## src/rtl/calc1_pkg.sv

```systemverilog
// calc1_pkg: shared constants and types for the calc1 port responder.
//   - command codes carried on req_cmd_in
//   - response codes driven on out_resp
//   - responder state encoding
//   - shift-amount width (only op2[SHAMT_W-1:0] is used by the shifts)
package calc1_pkg;

   localparam int CMD_W   = 4;
   localparam int RESP_W  = 2;
   localparam int SHAMT_W = 5;

   localparam logic [CMD_W-1:0] CMD_NOP = 4'd0;
   localparam logic [CMD_W-1:0] CMD_ADD = 4'd1;
   localparam logic [CMD_W-1:0] CMD_SUB = 4'd2;
   localparam logic [CMD_W-1:0] CMD_SHL = 4'd5;
   localparam logic [CMD_W-1:0] CMD_SHR = 4'd6;

   localparam logic [RESP_W-1:0] RESP_NONE = 2'd0;
   localparam logic [RESP_W-1:0] RESP_OK   = 2'd1;
   localparam logic [RESP_W-1:0] RESP_ERR  = 2'd2;

   typedef enum logic [1:0] {
      IDLE,
      OP2,
      EXEC,
      RESP
   } state_t;

endpackage

```

## src/rtl/calc1_port_responder_if.sv

```systemverilog
// calc1_port_responder_if: one calc1 request port.
//   req_cmd_in   master->slave  command code (CMD_W bits)
//   req_data_in  master->slave  operand1 in the command cycle, operand2 the next cycle
//   out_resp     slave->master  response code, one cycle wide
//   out_data     slave->master  result, nonzero only alongside RESP_OK
// master modport: the calc1 driver; slave modport: the responder.
interface calc1_port_responder_if
   import calc1_pkg::*;
#(
   parameter int DATA_W = 32
);
   logic [CMD_W-1:0]  req_cmd_in;
   logic [DATA_W-1:0] req_data_in;
   logic [RESP_W-1:0] out_resp;
   logic [DATA_W-1:0] out_data;

   modport master (
      output req_cmd_in,
      output req_data_in,
      input  out_resp,
      input  out_data
   );

   modport slave (
      input  req_cmd_in,
      input  req_data_in,
      output out_resp,
      output out_data
   );
endinterface

```

## src/rtl/calc1_alu.sv

```systemverilog
// calc1_alu: purely combinational calc1 arithmetic, all unsigned.
//   cmd     command code (latched by the responder)
//   op1     first operand
//   op2     second operand; shifts use only op2[SHAMT_W-1:0]
//   result  arithmetic result, forced to 0 whenever err is set
//   err     add carry-out, sub underflow, or unsupported command
module calc1_alu
   import calc1_pkg::*;
#(
   parameter int DATA_W = 32
)
(
   input  logic [CMD_W-1:0]  cmd,
   input  logic [DATA_W-1:0] op1,
   input  logic [DATA_W-1:0] op2,
   output logic [DATA_W-1:0] result,
   output logic              err
);

   logic [DATA_W:0]    sum;
   logic [SHAMT_W-1:0] shamt;

   assign sum   = {1'b0, op1} + {1'b0, op2};
   assign shamt = op2[SHAMT_W-1:0];

   always_comb begin
      result = '0;
      err    = 1'b0;
      case (cmd)
         CMD_ADD: begin
            if (sum[DATA_W]) err    = 1'b1;
            else             result = sum[DATA_W-1:0];
         end
         CMD_SUB: begin
            if (op2 > op1) err    = 1'b1;
            else           result = op1 - op2;
         end
         CMD_SHL: result = op1 << shamt;
         CMD_SHR: result = op1 >> shamt;
         default: err = 1'b1;
      endcase
   end

endmodule

```

## src/rtl/calc1_port_responder.sv

```systemverilog
// calc1_port_responder: answering end of one calc1 request port.
// Accepts cmd+operand1, then operand2 on the next cycle, and returns a
// one-cycle registered response LATENCY cycles after the operand2 cycle.
// Single outstanding transaction; commands arriving while busy are dropped.
//
// Ports:
//   c_clk     rising-edge clock
//   reset     synchronous, active-high
//   busy_out  (only with CALC1_BUSY_OUT_EN) high while in OP2, EXEC or RESP
//   port_if   calc1_port_responder_if.slave (cmd/data in, resp/data out)
// Parameters:
//   LATENCY   1..15, operand2 cycle to response cycle
//   DATA_W    operand/result width
// Optional feature macro: CALC1_BUSY_OUT_EN
//
// state | meaning
// ------+--------------------------------------------------------------
// IDLE  | waiting for a nonzero command; latches cmd and operand1
// OP2   | latches operand2, loads the latency down-counter
// EXEC  | counter running; result registered when it reaches zero
// RESP  | response visible for this single cycle, then back to IDLE
module calc1_port_responder
   import calc1_pkg::*;
#(
   parameter int LATENCY = 3,
   parameter int DATA_W  = 32
)
(
   input  logic c_clk,
   input  logic reset,
`ifdef CALC1_BUSY_OUT_EN
   output logic busy_out,
`endif
   calc1_port_responder_if.slave port_if
);

   // Loaded on the OP2 edge; the result is registered on the EXEC edge
   // that takes the counter to zero, which puts the response in cycle
   // operand2 + LATENCY. LATENCY==1 skips EXEC entirely.
   localparam logic [3:0] CNT_LOAD = 4'(LATENCY - 1);

   state_t             state, state_nx;
   logic [3:0]         cnt, cnt_nx;
   logic [CMD_W-1:0]   cmd_q, cmd_nx;
   logic [DATA_W-1:0]  op1_q, op1_nx;
   logic [DATA_W-1:0]  op2_q, op2_nx;
   logic [RESP_W-1:0]  resp_q, resp_nx;
   logic [DATA_W-1:0]  data_q, data_nx;

   logic [DATA_W-1:0]  alu_op2;
   logic [DATA_W-1:0]  alu_result;
   logic               alu_err;
   logic [RESP_W-1:0]  done_resp;
   logic [DATA_W-1:0]  done_data;

   // In OP2 operand2 is still on the bus; feeding it straight through lets
   // a LATENCY of 1 register the result on the operand2 edge.
   assign alu_op2 = (state == OP2) ? port_if.req_data_in : op2_q;

   calc1_alu #(.DATA_W(DATA_W)) u_alu (
      .cmd    (cmd_q),
      .op1    (op1_q),
      .op2    (alu_op2),
      .result (alu_result),
      .err    (alu_err)
   );

   assign done_resp = alu_err ? RESP_ERR : RESP_OK;
   assign done_data = alu_err ? '0 : alu_result;

   always_comb begin
      state_nx = state;
      cnt_nx   = cnt;
      cmd_nx   = cmd_q;
      op1_nx   = op1_q;
      op2_nx   = op2_q;
      resp_nx  = RESP_NONE;
      data_nx  = '0;
      case (state)
         IDLE: begin
            if (port_if.req_cmd_in != CMD_NOP) begin
               cmd_nx   = port_if.req_cmd_in;
               op1_nx   = port_if.req_data_in;
               state_nx = OP2;
            end
         end
         OP2: begin
            op2_nx = port_if.req_data_in;
            cnt_nx = CNT_LOAD;
            if (CNT_LOAD == 4'd0) begin
               resp_nx  = done_resp;
               data_nx  = done_data;
               state_nx = RESP;
            end else begin
               state_nx = EXEC;
            end
         end
         EXEC: begin
            if (cnt <= 4'd1) begin
               cnt_nx   = 4'd0;
               resp_nx  = done_resp;
               data_nx  = done_data;
               state_nx = RESP;
            end else begin
               cnt_nx = cnt - 4'd1;
            end
         end
         RESP: begin
            state_nx = IDLE;
         end
         default: begin
            state_nx = IDLE;
         end
      endcase
   end

   always_ff @(posedge c_clk) begin
      if (reset) begin
         state  <= IDLE;
         cnt    <= 4'd0;
         cmd_q  <= CMD_NOP;
         op1_q  <= '0;
         op2_q  <= '0;
         resp_q <= RESP_NONE;
         data_q <= '0;
      end else begin
         state  <= state_nx;
         cnt    <= cnt_nx;
         cmd_q  <= cmd_nx;
         op1_q  <= op1_nx;
         op2_q  <= op2_nx;
         resp_q <= resp_nx;
         data_q <= data_nx;
      end
   end

   assign port_if.out_resp = resp_q;
   assign port_if.out_data = data_q;

`ifdef CALC1_BUSY_OUT_EN
   logic busy_q;

   always_ff @(posedge c_clk) begin
      if (reset) busy_q <= 1'b0;
      else       busy_q <= (state_nx != IDLE);
   end

   assign busy_out = busy_q;
`endif

endmodule
```

## src/flat_wrapper.sv

```systemverilog
// flat-port wrapper written by rule: the top's interface ports become plain ports
module calc1_port_responder_flat import calc1_pkg::*;
#(
   parameter int LATENCY = 3,
   parameter int DATA_W  = 32
)
  (c_clk, reset, port_if_req_cmd_in, port_if_req_data_in, port_if_out_resp, port_if_out_data);
  calc1_port_responder_if #(.DATA_W(DATA_W)) port_if_i ();
  input  logic c_clk;
  input  logic reset;
  input wire logic [$bits(port_if_i.req_cmd_in)-1:0] port_if_req_cmd_in;
  input wire logic [$bits(port_if_i.req_data_in)-1:0] port_if_req_data_in;
  output wire logic [$bits(port_if_i.out_resp)-1:0] port_if_out_resp;
  output wire logic [$bits(port_if_i.out_data)-1:0] port_if_out_data;
  assign port_if_i.req_cmd_in = port_if_req_cmd_in;
  assign port_if_i.req_data_in = port_if_req_data_in;
  assign port_if_out_resp = port_if_i.out_resp;
  assign port_if_out_data = port_if_i.out_data;
  calc1_port_responder #(.LATENCY(LATENCY), .DATA_W(DATA_W)) u_core (.c_clk(c_clk), .reset(reset), .port_if(port_if_i));
endmodule
```

## config.mk

```make
export PLATFORM = sky130hd
export DESIGN_NAME = calc1_port_responder_flat
export DESIGN_NICKNAME = d
export VERILOG_FILES = /design/src/rtl/calc1_pkg.sv /design/src/rtl/calc1_port_responder_if.sv /design/src/rtl/calc1_alu.sv /design/src/rtl/calc1_port_responder.sv /design/src/flat_wrapper.sv
export SDC_FILE = /design/constraint.sdc
export NUM_CORES = 1
export LEC_CHECK = 0
export CAP_MARGIN = 20
export CORE_AREA = 2 2 120 209
export CTS_BUF_LIST = sky130_fd_sc_hd__clkbuf_8
export CTS_CLUSTER_SIZE = 25
export DETAILED_ROUTE_END_ITERATION = 8
export DIE_AREA = 0 0 122 211
export PLACE_DENSITY = 0.65
export SLEW_MARGIN = 40
export SYNTH_ARGS = -nofsm -noshare
export SYNTH_HDL_FRONTEND = slang
export SYNTH_SLANG_ARGS = --single-unit
```

## constraint.sdc

```tcl
create_clock -name c_clk -period 6.39 [get_ports c_clk]
set_input_delay 0.639 -clock c_clk [delete_from_list [all_inputs] [get_ports c_clk]]
set_output_delay 0.639 -clock c_clk [all_outputs]
set_load 0.1 [all_outputs]
```

**Word level (Yosys, flattened, before mapping)**

Cells that the tools add are included.

- Bits in registers: 108
- Word-level logic and storage cells: 46
- Output and inout bits: 34

- Add/sub/neg operators: 3
- Bitwise operators: 2
- Equality and inequality tests: 9
- $lt $le $gt $ge: 2
- Reduce and logical (&&, ||, !) cells: 8
- Mux-type cells: 13
- Shift-type cells: 2

Operator list:

| kind | number |
|---|---|
| $pmux 32 s4 | 1 |
| $mux 32 | 3 |
| $add 32x32->33 | 1 |
| $gt 32x32->1 | 1 |
| $shl 32x5->32 | 1 |
| $shr 32x5->32 | 1 |
| $sub 32x32->32 | 1 |
| $eq 4x3->1 const B | 2 |
| $pmux 2 s4 | 1 |
| $pmux 4 s2 | 1 |
| $mux 2 | 3 |
| $eq 2x2->1 const B | 2 |
| $eq 4x1->1 const B | 1 |
| $eq 4x2->1 const B | 1 |
| $le 4x1->1 const B | 1 |
| $mux 4 | 1 |
| $ne 2x1->1 const B | 2 |
| $reduce_and 2->1 | 2 |
| $reduce_bool 4->1 | 1 |
| $reduce_or 4->1 | 1 |
| $sub 4x1->4 const B | 1 |
| $pmux 1 s3 | 1 |
| $reduce_or 3->1 | 1 |
| $eq 2x1->1 const B | 1 |
| 5 further kinds | 7 |

**Longest topological paths before layout**

Gate-level depths: netlist of the first run.

- Depth after elaboration: 6
- Gate-level depth with buffers: 21
- Mapped depth without buffers: 15

**Modules after synthesis**

A second synthesis of the first run with hierarchy kept.

- Cells, all modules: 1512
- Area, all modules: 11388.4 µm²

By module, submodules not included:

| module | instances | cells each | area each (µm²) |
|---|---|---|---|
| calc1_alu | 1 | 1137 | 7437.1 |
| calc1_port_responder | 1 | 375 | 3951.3 |

**Least setup slack after synthesis of the first run**

No wires, ideal clock.

- Path type: reg-to-reg
- From: register u_core.state[1]
- To: register u_core.data_q[27] (netlist: u_core.port_if.out_data[27])
- Cell stages (with the launch flop): 21
- Slack: 1876 ps
- Period minus slack after synthesis: 4514 ps
- Arrival: 4440 ps
- Data required time: 6316 ps
- Path through: dfxtp_1 > inv_1 > ha_1 > buf_6 > buf_6 > mux2_2 > buf_4 > buf_2 > buf_4 > ha_1 > fa_1 > a211oi_1 > o211ai_1 > a221oi_1 > a211o_1 > a31o_2 > o31a_1 > buf_4 > clkbuf_1 > o211ai_1 > a31oi_1

- Longest elaborated chain between the ends: 6

Ends and longest elaborated chain:

| item | RTL line | source |
|---|---|---|
| from (decl) | calc1_port_responder.sv:42 | `state_t state, state_nx;` |
| from (signal assigned) | calc1_port_responder.sv:127 | `state <= state_nx;` |
| $eq 2x1->1 * | calc1_port_responder.sv:58 | `assign alu_op2 = (state == OP2) ? port_if.req_data_in : op2_q;` |
| $mux 32 * | calc1_port_responder.sv:58 |  |
| named net u_core.alu_op2[0] | calc1_port_responder.sv:50 | `logic [DATA_W-1:0] alu_op2;` |
| $add 32x32->33 or $gt 32x32->1 (tied branches) | calc1_alu.sv:23, calc1_alu.sv:35 |  |
| $mux 1, on equally long branches | calc1_alu.sv:31, calc1_alu.sv:35 |  |
| $pmux 1 s3 | calc1_alu.sv:29 | `case (cmd)` |
| $reduce_or 4->1 (no line) | - |  |
| to (signal assigned) | calc1_port_responder.sv:133 | `data_q <= data_nx;` |
| to (decl) | calc1_port_responder.sv:48 | `logic [DATA_W-1:0] data_q, data_nx;` |

The timed path passes the listed nets; every way through them passes the cells marked *.
A chain may end at the register's enable or synchronous reset.

**Worst setup path after layout of the first run**

- From: register u_core.state[1]
- To: register u_core.data_q[23] (netlist: u_core.port_if.out_data[23])

The elaborated chain is that of the path after synthesis.

==> impl_metrics.json, run 1 <==
{
  "cts_resized": 0,
  "max-slew-margin-rel_pct": 41.7,
  "async_reset_ff_share_pct": 0,
  "root_buffer": "clkbuf_8",
  "clock-sinks": 108,
  "fin_nets": 1558,
  "crit_path_start": "u_core.state[1]$_SDFFE_PP0P_",
  "port_buffers": 71,
  "globalplace.congestion": 1.00,
  "pwr-share-seq_pct": 16.4,
  "num_vias": 11500,
  "fin_cells": 1759,
  "seq_area_frac_synth_pct": 20.2,
  "synth_top_area_cell": "dfxtp_1",
  "hold_class": "reg -> reg",
  "path_clk_slew_ns": 0.10,
  "end_kind": "register",
  "fill_cells": 2519,
  "dp_worst_setup_slack_ns": 1.40,
  "wl_mm": 43.5,
  "swShare_pct": 58.0,
  "grt_pass1_wl_mm": 65.8,
  "grt_antenna_before_repair": 0,
  "track_usage_pct": 33.8,
  "criticalPathCategory": "reg -> reg",
  "start_util_pct": 44.6,
  "fmax_mhz": 198,
  "die_y_um": 211,
  "r2r_start": "u_core.state[1]$_SDFFE_PP0P_",
  "synth_cells": 1437,
  "cp-start-kind": "register",
  "setup_viol": 0,
  "p_int_mw": 2.61,
  "fin_util_pct": 48.4,
  "cts_hold_buf": 0,
  "cpPeakStageDelay_ns": 0.74,
  "cp_cell_sequence": "inv_1, ha_2, buf_12, mux2i_1, inv_1, ha_1, nor4_1, a211oi_1, o32ai_1, o21ba_1, buf_4, a222oi_1, a21oi_1",
  "pwr-share-comb_pct": 76.6,
  "clock_latency_ns": 0.44,
  "antenna_cells": 0,
  "h-tree-depth": 3,
  "synth_warnings": 0,
  "synth_seq_cells": 108,
  "drc": 0,
  "wire_per_inst_um": 24.7,
  "hold_viol": 0,
  "grt-ovfl-total": 0,
  "dp_cells": 1742,
  "slew_violations": 0,
  "syn2layout_area_growth_pct": 8.40,
  "fin_crit_sh_pct": 79.1,
  "ioPinCount": 72,
  "fin_tns_setup_ns": 0,
  "finalCriticalPeriod_ns": 5.05,
  "viasPerCell": 6.52,
  "cp_top_family": "compound AO/OA/AOI/OAI gates",
  "syn_area_per_cell_um2": 7.43,
  "first_pass_iters": 6,
  "ant_nets": 0,
  "cts_tree": "built",
  "leakagePower_nw": 5.06,
  "grt_max_degree": 74,
  "cp_slowest_cell": "o21ba_1",
  "postLayoutCellArea_um2": 11600,
  "dieArea_um2": 25700,
  "placed_area_um2": 11400,
  "ir_drop_uv": 309,
  "rsz0062_at_grt": "no",
  "crit_arrival_ns": 5.37,
  "power_mw": 6.22,
  "drv_cap": 0,
  "syn_nets": 1549,
  "ys_types": 80,
  "crit_top_cell": "inv_1",
  "pwr-share-clk_pct": 7.1,
  "yosys_most_used_dff": "dfxtp_1",
  "die_x_um": 122,
  "required_ns": 6.70,
  "synth_edf_count": 0,
  "skew_ns": 0.0202,
  "worst_pin_slew_ns": 0.875,
  "cts_buffers": 9,
  "syn_area_um2": 10700,
  "drt_iter0_drc": 1232,
  "grt_pass1_vias": 11200,
  "p_sw_mw": 3.61,
  "outcome": "completed",
  "synthTopCellsByArea": "dfxtp_1, mux2i_1, ha_1, a21oi_1, nand2_1",
  "cts.path.max_buffers": 2,
  "timing.critical_path.buf_inv": 4,
  "min-delay-start": "u_core.cnt[1]$_SDFFE_PP0P_",
  "setup_ws_ns": 1.34,
  "crit_fanout": 20,
  "hold_slack_ns": 0.516,
  "coreArea_um2": 23900,
  "num_rows": 75,
  "power_density_nw_per_um2": 537,
  "synth_top_area_share_pct": 20.2,
  "dpl.hpwl_mm": 33.8,
  "final_layout_size_suffix_gt1_share_pct": 6.96,
  "post_cts_buffers": 0
}
[cell type report]
cell class / instances / area [um2] / share of cell area [%]
clock inverters: 6 / 57.6 / 0.497
multi-input cells: 1158 / 7830 / 67.6
inverters: 73 / 274 / 2.37
well taps: 308 / 385 / 3.33
flip-flops and latches: 108 / 2160 / 18.7
repair buffers: 96 / 733 / 6.33
clock buffers: 10 / 138 / 1.19
[placed cells by master (no fill, tap or decap), types with 14 or more instances in the layout]
cell	instances
ha_1	72
nor3_1	27
clkdlybuf4s50_1	36
o211ai_1	18
dfxtp_1	108
nor2_1	151
nand2_1	167
a211oi_1	14
o22ai_1	26
o21ai_0	62
inv_1	72
a22oi_1	14
o21bai_1	18
mux2i_1	148
a21o_1	24
buf_2	35
buf_4	23
nand3_1	22
a21oi_1	138
a31oi_1	26
xnor2_1	21
[worst paths after layout]
| check | endpoint | slack (ns) | cells past startpoint |
|---|---|---|---|
| worst max-delay path | u_core.port_if.out_data[23]$_SDFF_PP0_ | 1.34 | 13 |
| worst min-delay path | u_core.cnt[1]$_SDFFE_PP0P_ | 0.52 | 2 |
| worst max register to register | u_core.port_if.out_data[23]$_SDFF_PP0_ | 1.34 | 13 |
| worst min register to register | u_core.cnt[1]$_SDFFE_PP0P_ | 0.52 | 2 |
[cells by family (layout without fill, tap and decap cells)]
family | Yosys count | in the layout | share of synthesized area, %
xor gates and xnor gates | 26 | 26 | 2.13
AOI/OAI and AO/OA | 450 | 450 | 27.6
and+or+nand+nor | 448 | 448 | 18.4
muxes | 160 | 160 | 15.9
buffers and inverters | 171 | 185 | 6.91
adders and majority gates | 74 | 74 | 8.74
DFF | 108 | 108 | 20.2
[power groups by stage]
stage / Sequential, mW / Combinational (mW) / Clock [mW]
5_1_grt: 1.03 / 5.11 / 0.474
4_1_cts: 1.01 / 4.64 / 0.457
2_1_floorplan: 0.942 / 3.37 / 0
3_5_place_dp: 1.02 / 4.61 / 0
3_3_place_gp: 1.02 / 4.61 / 0
6_report: 1.02 / 4.76 / 0.440
[worst register-to-register path, stage by stage (launching register included)]
cell and delay [ns]:
dfxtp_1 0.33, inv_1 0.09, ha_2 0.54, buf_12 0.26
mux2i_1 0.33, inv_1 0.08, ha_1 0.44, nor4_1 0.73
a211oi_1 0.26, o32ai_1 0.44, o21ba_1 0.74, buf_4 0.31
a222oi_1 0.11, a21oi_1 0.28
[synth_stat cells (24+ instances only)]
master      n
a21o_1     24
a21oi_1   138
a31oi_1    26
clkbuf_1   64
dfxtp_1   108
ha_1       73
inv_1      70
mux2i_1   148
nand2_1   167
nor2_1    151
nor3_1     27
o21ai_0    62
o22ai_1    26
[routing by layer]
| metal | up-vias | track usage, % | share of wire [%] |
|---|---|---|---|
| met4 | 0 | 21.8 | 7.2 |
| met5 | - | 0 | 0 |
| met1 | 5475 | 36.4 | 37 |
| met2 | 548 | 60.1 | 50 |
| met3 | 182 | 5.59 | 5.8 |
| li1 | 5257 | - | - |
[registers in the layout, summed over array words and instances, names as in the netlist]
signal	count
u_core.cmd_q	4
u_core.cnt	4
u_core.op1_q	32
u_core.op2_q	32
u_core.port_if.out_data	32
u_core.port_if.out_resp	2
u_core.state	2
Power figures use the tool's default switching activity.
==> run 2: changes to the inputs <==
--- a/config.mk
+++ b/config.mk
@@ -11,7 +11,7 @@
 export CTS_CLUSTER_SIZE = 25
 export DETAILED_ROUTE_END_ITERATION = 8
 export DIE_AREA = 0 0 122 211
-export PLACE_DENSITY = 0.65
+export PLACE_DENSITY = 0.67
 export SLEW_MARGIN = 40
 export SYNTH_ARGS = -nofsm -noshare
 export SYNTH_HDL_FRONTEND = slang
==> constraint.sdc (replaced) <==
create_clock -name c_clk -period 4.3 [get_ports c_clk]
set_input_delay 0.43 -clock c_clk [delete_from_list [all_inputs] [get_ports c_clk]]
set_output_delay 0.43 -clock c_clk [all_outputs]
set_load 0.1 [all_outputs]
==> impl_metrics.json, run 2 (synthesis gave the netlist of run 1 again) <==
{
  "hold_slack_ns": 0.344,
  "dpl.hpwl_mm": 34.4,
  "criticalPathCategory": "reg -> reg",
  "grt_pass1_vias": 11700,
  "crit_fanout": 21,
  "setup_viol": 0,
  "dieArea_um2": 25700,
  "required_ns": 4.64,
  "regToRegSetupSlack_ns": 0.18,
  "viasPerCell": 6.28,
  "ir_drop_uv": 512,
  "ant_nets": 0,
  "final_cell_mix": "nand2_1, nor2_1, mux2i_1, buf_4, a21oi_1",
  "drc": 0,
  "grt_max_degree": 73,
  "coreArea_um2": 23900,
  "grt_pass1_wl_mm": 67.1,
  "max-slew-margin-rel_pct": 46.3,
  "final_layout_size_suffix_gt1_share_pct": 15.9,
  "hold_class": "in -> reg",
  "skew_ns": 0.0218,
  "num_rows": 75,
  "start_util_pct": 44.6,
  "root_buffer": "clkbuf_8",
  "cts_tree": "built",
  "dp_worst_setup_slack_ns": -0.0220,
  "finalCriticalPeriod_ns": 4.12,
  "fin_crit_sh_pct": 95.8,
  "outcome": "completed",
  "antenna_cells": 0,
  "first_pass_iters": 6,
  "die_y_um": 211,
  "cp-start-kind": "register",
  "cts_buffers": 9,
  "crit_arrival_ns": 4.46,
  "wl_mm": 43.7,
  "hold_viol": 0,
  "track_usage_pct": 34.5,
  "power_density_nw_per_um2": 807,
  "setup_ws_ns": 0.179,
  "worst_pin_slew_ns": 0.799,
  "fmax_mhz": 243,
  "num_vias": 11900,
  "final_common_cell": "nand2_1",
  "cts.path.max_buffers": 2,
  "power_mw": 10.3,
  "clock_latency_ns": 0.45,
  "drt_iter0_drc": 1158,
  "slew_violations": 0,
  "ioPinCount": 72,
  "leakagePower_nw": 5.70,
  "clock-sinks": 108,
  "grt-ovfl-total": 0,
  "globalplace.congestion": 1.07,
  "drv_cap": 0,
  "cts_hold_buf": 0,
  "path_clk_slew_ns": 0.11,
  "die_x_um": 122,
  "wire_per_inst_um": 23.2,
  "end_kind": "register",
  "syn2layout_area_growth_pct": 19.5,
  "h-tree-depth": 3,
  "fin_tns_setup_ns": 0,
  "fill_cells": 2428,
  "grt_antenna_before_repair": 0,
  "port_buffers": 71,
  "fin_nets": 1685
}
run 2: power by group:
| part | internal, mW | switching (mW) | leakage, nW | total, mW |
|---|---|---|---|---|
| Combinational | 3.22 | 4.96 | 4.72 | 8.19 |
| Clock | 0.236 | 0.413 | 0.0954 | 0.649 |
| Sequential | 1.19 | 0.279 | 0.882 | 1.47 |
| Total | 4.65 | 5.65 | 5.70 | 10.3 |
run 2: layout make-up:
cell class	instances	area, um2	area share (%)
timing repair buffer	223	1790	14.0
sequential	108	2160	16.9
multi-input combinational	1158	7960	62.4
clock inverter	6	53.8	0.421
inverter	73	278	2.18
clock buffer	10	138	1.08
tap	308	385	3.02
run 2: through the flow:
step	area, um2	instances	utilization [%]
after global placement	12600	1866	52.5
after CTS	12600	1882	52.7
after detailed placement	12400	1866	51.8
final	12800	1886	53.3
after floorplan	10700	1437	-
after global routing	12800	1886	53.3
run 2: final timing paths:
kind	cells past startpoint	start	end
worst max-delay path	16	u_core.state[1]$_SDFFE_PP0P_	u_core.port_if.out_data[16]$_SDFF_PP0_
worst min-delay path	3	reset	u_core.port_if.out_resp[1]$_SDFF_PP0_
worst max register to register	16	u_core.state[1]$_SDFFE_PP0P_	u_core.port_if.out_data[16]$_SDFF_PP0_
worst min register to register	2	u_core.cnt[1]$_SDFFE_PP0P_	u_core.cnt[1]$_SDFFE_PP0P_
run 2: what timing repair did:
item / 4_1_cts / 5_1_grt
setup buffers: 0 / 4
cloned: 0 / 0
gates resized for setup: 2 / 28
setup endpoints to repair: 2 / 30
pin swaps: 0 / 4
run 2: routing by layer:
| metal | part of all wire [%] | track usage (%) | vias to the layer above | wire length, um |
|---|---|---|---|---|
| met2 | 49 | 59.9 | 569 | 21600 |
| met4 | 7.7 | 22.9 | 0 | 3360 |
| li1 | - | - | 5514 | - |
| met1 | 37 | 38.7 | 5581 | 16200 |
| met3 | 6.0 | 4.54 | 186 | 2620 |
| met5 | 0 | 0 | - | 0 |
run 2: worst max-delay path, cell delays in order (launching register included):
cell and delay [ns]:
dfxtp_1 0.34, inv_1 0.13, ha_4 0.25, buf_4 0.14, mux2i_1 0.29, inv_1 0.08
ha_2 0.41, o211ai_1 0.13, o211ai_1 0.24, a221oi_2 0.11, a211o_1 0.38, a31o_4 0.28
o31a_1 0.31, buf_12 0.16, a221o_1 0.35, a222oi_1 0.33, nor2_1 0.08
==> RTL edit (flow settings as in run 1) <==
Change the package constant `SHAMT_W` from 5 to 10.
--- a/src/rtl/calc1_pkg.sv
+++ b/src/rtl/calc1_pkg.sv
@@ -9,3 +9,3 @@
    localparam int RESP_W  = 2;
-   localparam int SHAMT_W = 5;
+   localparam int SHAMT_W = 10;
 
Check against the original RTL: not equivalent (a bounded check fails within 10 cycles, from zero or initial values and one cycle with reset high).
==> RTL edit against run 1 <==
- clock power fell by 4.5%
- core utilization increased by 1.1 points
- worst hold slack gained 0.014 ns
- critical endpoint is now u_core.port_if.out_data[27]
- area after synthesis is 3.4% higher
- wire length grew 1.5%
- total power increased by 4.4%
- design area grew 2.4%
- sequential cell count unchanged
- via count grew 0.37%
- global-route usage increased by 0.80 points
- worst setup slack better by 0.18 ns
- critical path type unchanged
==> RTL edit: results (changes against run 1) <==
{
  "power": {
    "comb-power": {"value": 5020, "unit": "uW", "change": "+5.5%"},
    "ir_drop": {"value": 290, "unit": "uV", "change": "-6.3%"},
    "power_frac_clock": {"value": 6.5, "unit": "%", "change": "-0.6 points"},
    "total_leakage_power": {"value": 0.00482, "unit": "uW", "change": "-4.8%"},
    "net_sw_share": {"value": 58.2, "unit": "%", "change": "+0.16 points"}
  },
  "timing": {
    "clock_skew": {"value": 0.0190, "unit": "ns", "change": "-0.00122 ns"},
    "slew_headroom": {"value": 41.0, "unit": "%", "change": "-0.68 points"}
  },
  "detailed_routing": {
    "postRouteWirelength": {"value": 44100, "unit": "um", "change": "+1.5%"},
    "drt_pre_antenna_iters": {"value": 7, "change": "+1"},
    "drt_first_iter_violations": {"value": 978, "change": "-21%"},
    "route.detailed.wl_per_inst": {"value": 24.9, "unit": "um", "change": "+0.69%"},
    "route.detailed.vias_per_inst": {"value": 6.49, "change": "-0.43%"}
  },
  "worst_setup_path": {
    "cpPeakStageDelay": {"value": 0.61, "unit": "ns", "change": "-0.13 ns"},
    "timing.critical_path.slowest_stage_cell": "sky130_fd_sc_hd__ha_2",
    "critical_path_fanout_max": {"value": 33, "change": "+65%"},
    "worst_ep_arrival_time": {"value": 5.24, "unit": "ns", "change": "-0.13 ns"}
  },
  "placement": {
    "gp_congestion": {"value": 1.03, "change": "+2.6%"},
    "place_hpwl": {"value": 34800, "unit": "um", "change": "+3.0%"},
    "post-place-cells": {"value": 1757, "change": "+0.86%"}
  },
  "yosys": {
    "asyncSetResetFlopFracSynth": {"value": 0, "unit": "%", "change": "unchanged"},
    "netlist-cell-type-count": {"value": 89, "change": "+11%"},
    "synth-seq-area-share": {"value": 19.6, "unit": "%", "change": "-0.67 points"},
    "syn-num-nets": {"value": 1579, "change": "+1.9%"},
    "synth_ff_type": "sky130_fd_sc_hd__dfxtp_1",
    "synth_area_leaders": "sky130_fd_sc_hd__dfxtp_1, sky130_fd_sc_hd__ha_1, sky130_fd_sc_hd__mux2i_1"
  },
  "outcome": {
    "outcome": "finished, final reports clean"
  },
  "grt": {
    "grt_use_total": {"value": 34.7, "unit": "%", "change": "+0.80 points"},
    "global_route_wire_length_before_repair": {"value": 66400, "unit": "um", "change": "+0.90%"},
    "grt_pass1_vias": {"value": 11200, "change": "-0.46%"}
  },
  "layout": {
    "drive_gt1_share": {"value": 11.3, "unit": "%", "change": "+4.3 points"}
  }
}
-- RTL edit: worst paths after layout --
check / start / end / slack [ns] / cells after the start
hold reg to reg: u_core.op2_q[23] / u_core.op2_q[23] / 0.53 / 2
hold / removal: u_core.op2_q[23] / u_core.op2_q[23] / 0.53 / 2
setup reg to reg: u_core.state[1] / u_core.port_if.out_data[27] / 1.51 / 17
setup / recovery: u_core.state[1] / u_core.port_if.out_data[27] / 1.51 / 17
-- RTL edit: metrics by stage --
step / instance area [um^2] / hold slack (ns) / total power [uW] / util (%) / setup slack [ns]
final: 11900 / 0.530 / 6490 / 49.5 / 1.51
after global routing: 11900 / 0.572 / 6890 / 49.5 / 1.19
after floorplan: 11000 / 0.481 / 4540 / - / 2.09
after CTS: 11900 / 0.537 / 6380 / 49.5 / 1.54
after global placement: 11800 / 0.498 / 5930 / 49.5 / 1.69
after detailed placement: 11700 / 0.511 / 5940 / 48.8 / 1.58
-- RTL edit: per-layer routing --
layer	part of all wire (%)	global-route usage, %	vias up	wire (um)
met5	0	0	-	0
met4	11	31.5	0	4900
met3	4.9	4.91	210	2150
met2	50	59.9	523	21900
met1	34	35.4	5442	15200
li1	-	-	5329	-
-- RTL edit: cells by family (layout without fill, tap and decap cells) --
kind of cell	after synthesis	in the layout	share of synthesized area (%)
AO/OA/AOI/OAI	446	446	27.0
buffers and inverters	184	184	7.29
AND/OR/NAND/NOR	507	507	20.6
flip-flops	108	108	19.6
XOR/XNOR	21	21	1.66
adder cells (fa/ha/maj)	76	76	8.67
multiplexers	123	123	15.1
-- RTL edit: final cells by class --
type | instances | area [um^2]
clock buffers | 10 | 138
clock inverters | 5 | 38.8
fillers | 2506 | 12100
inverters | 71 | 267
multi-input cells | 1173 | 8130
flip-flops and latches | 108 | 2160
well taps | 308 | 385
repair buffers | 98 | 733
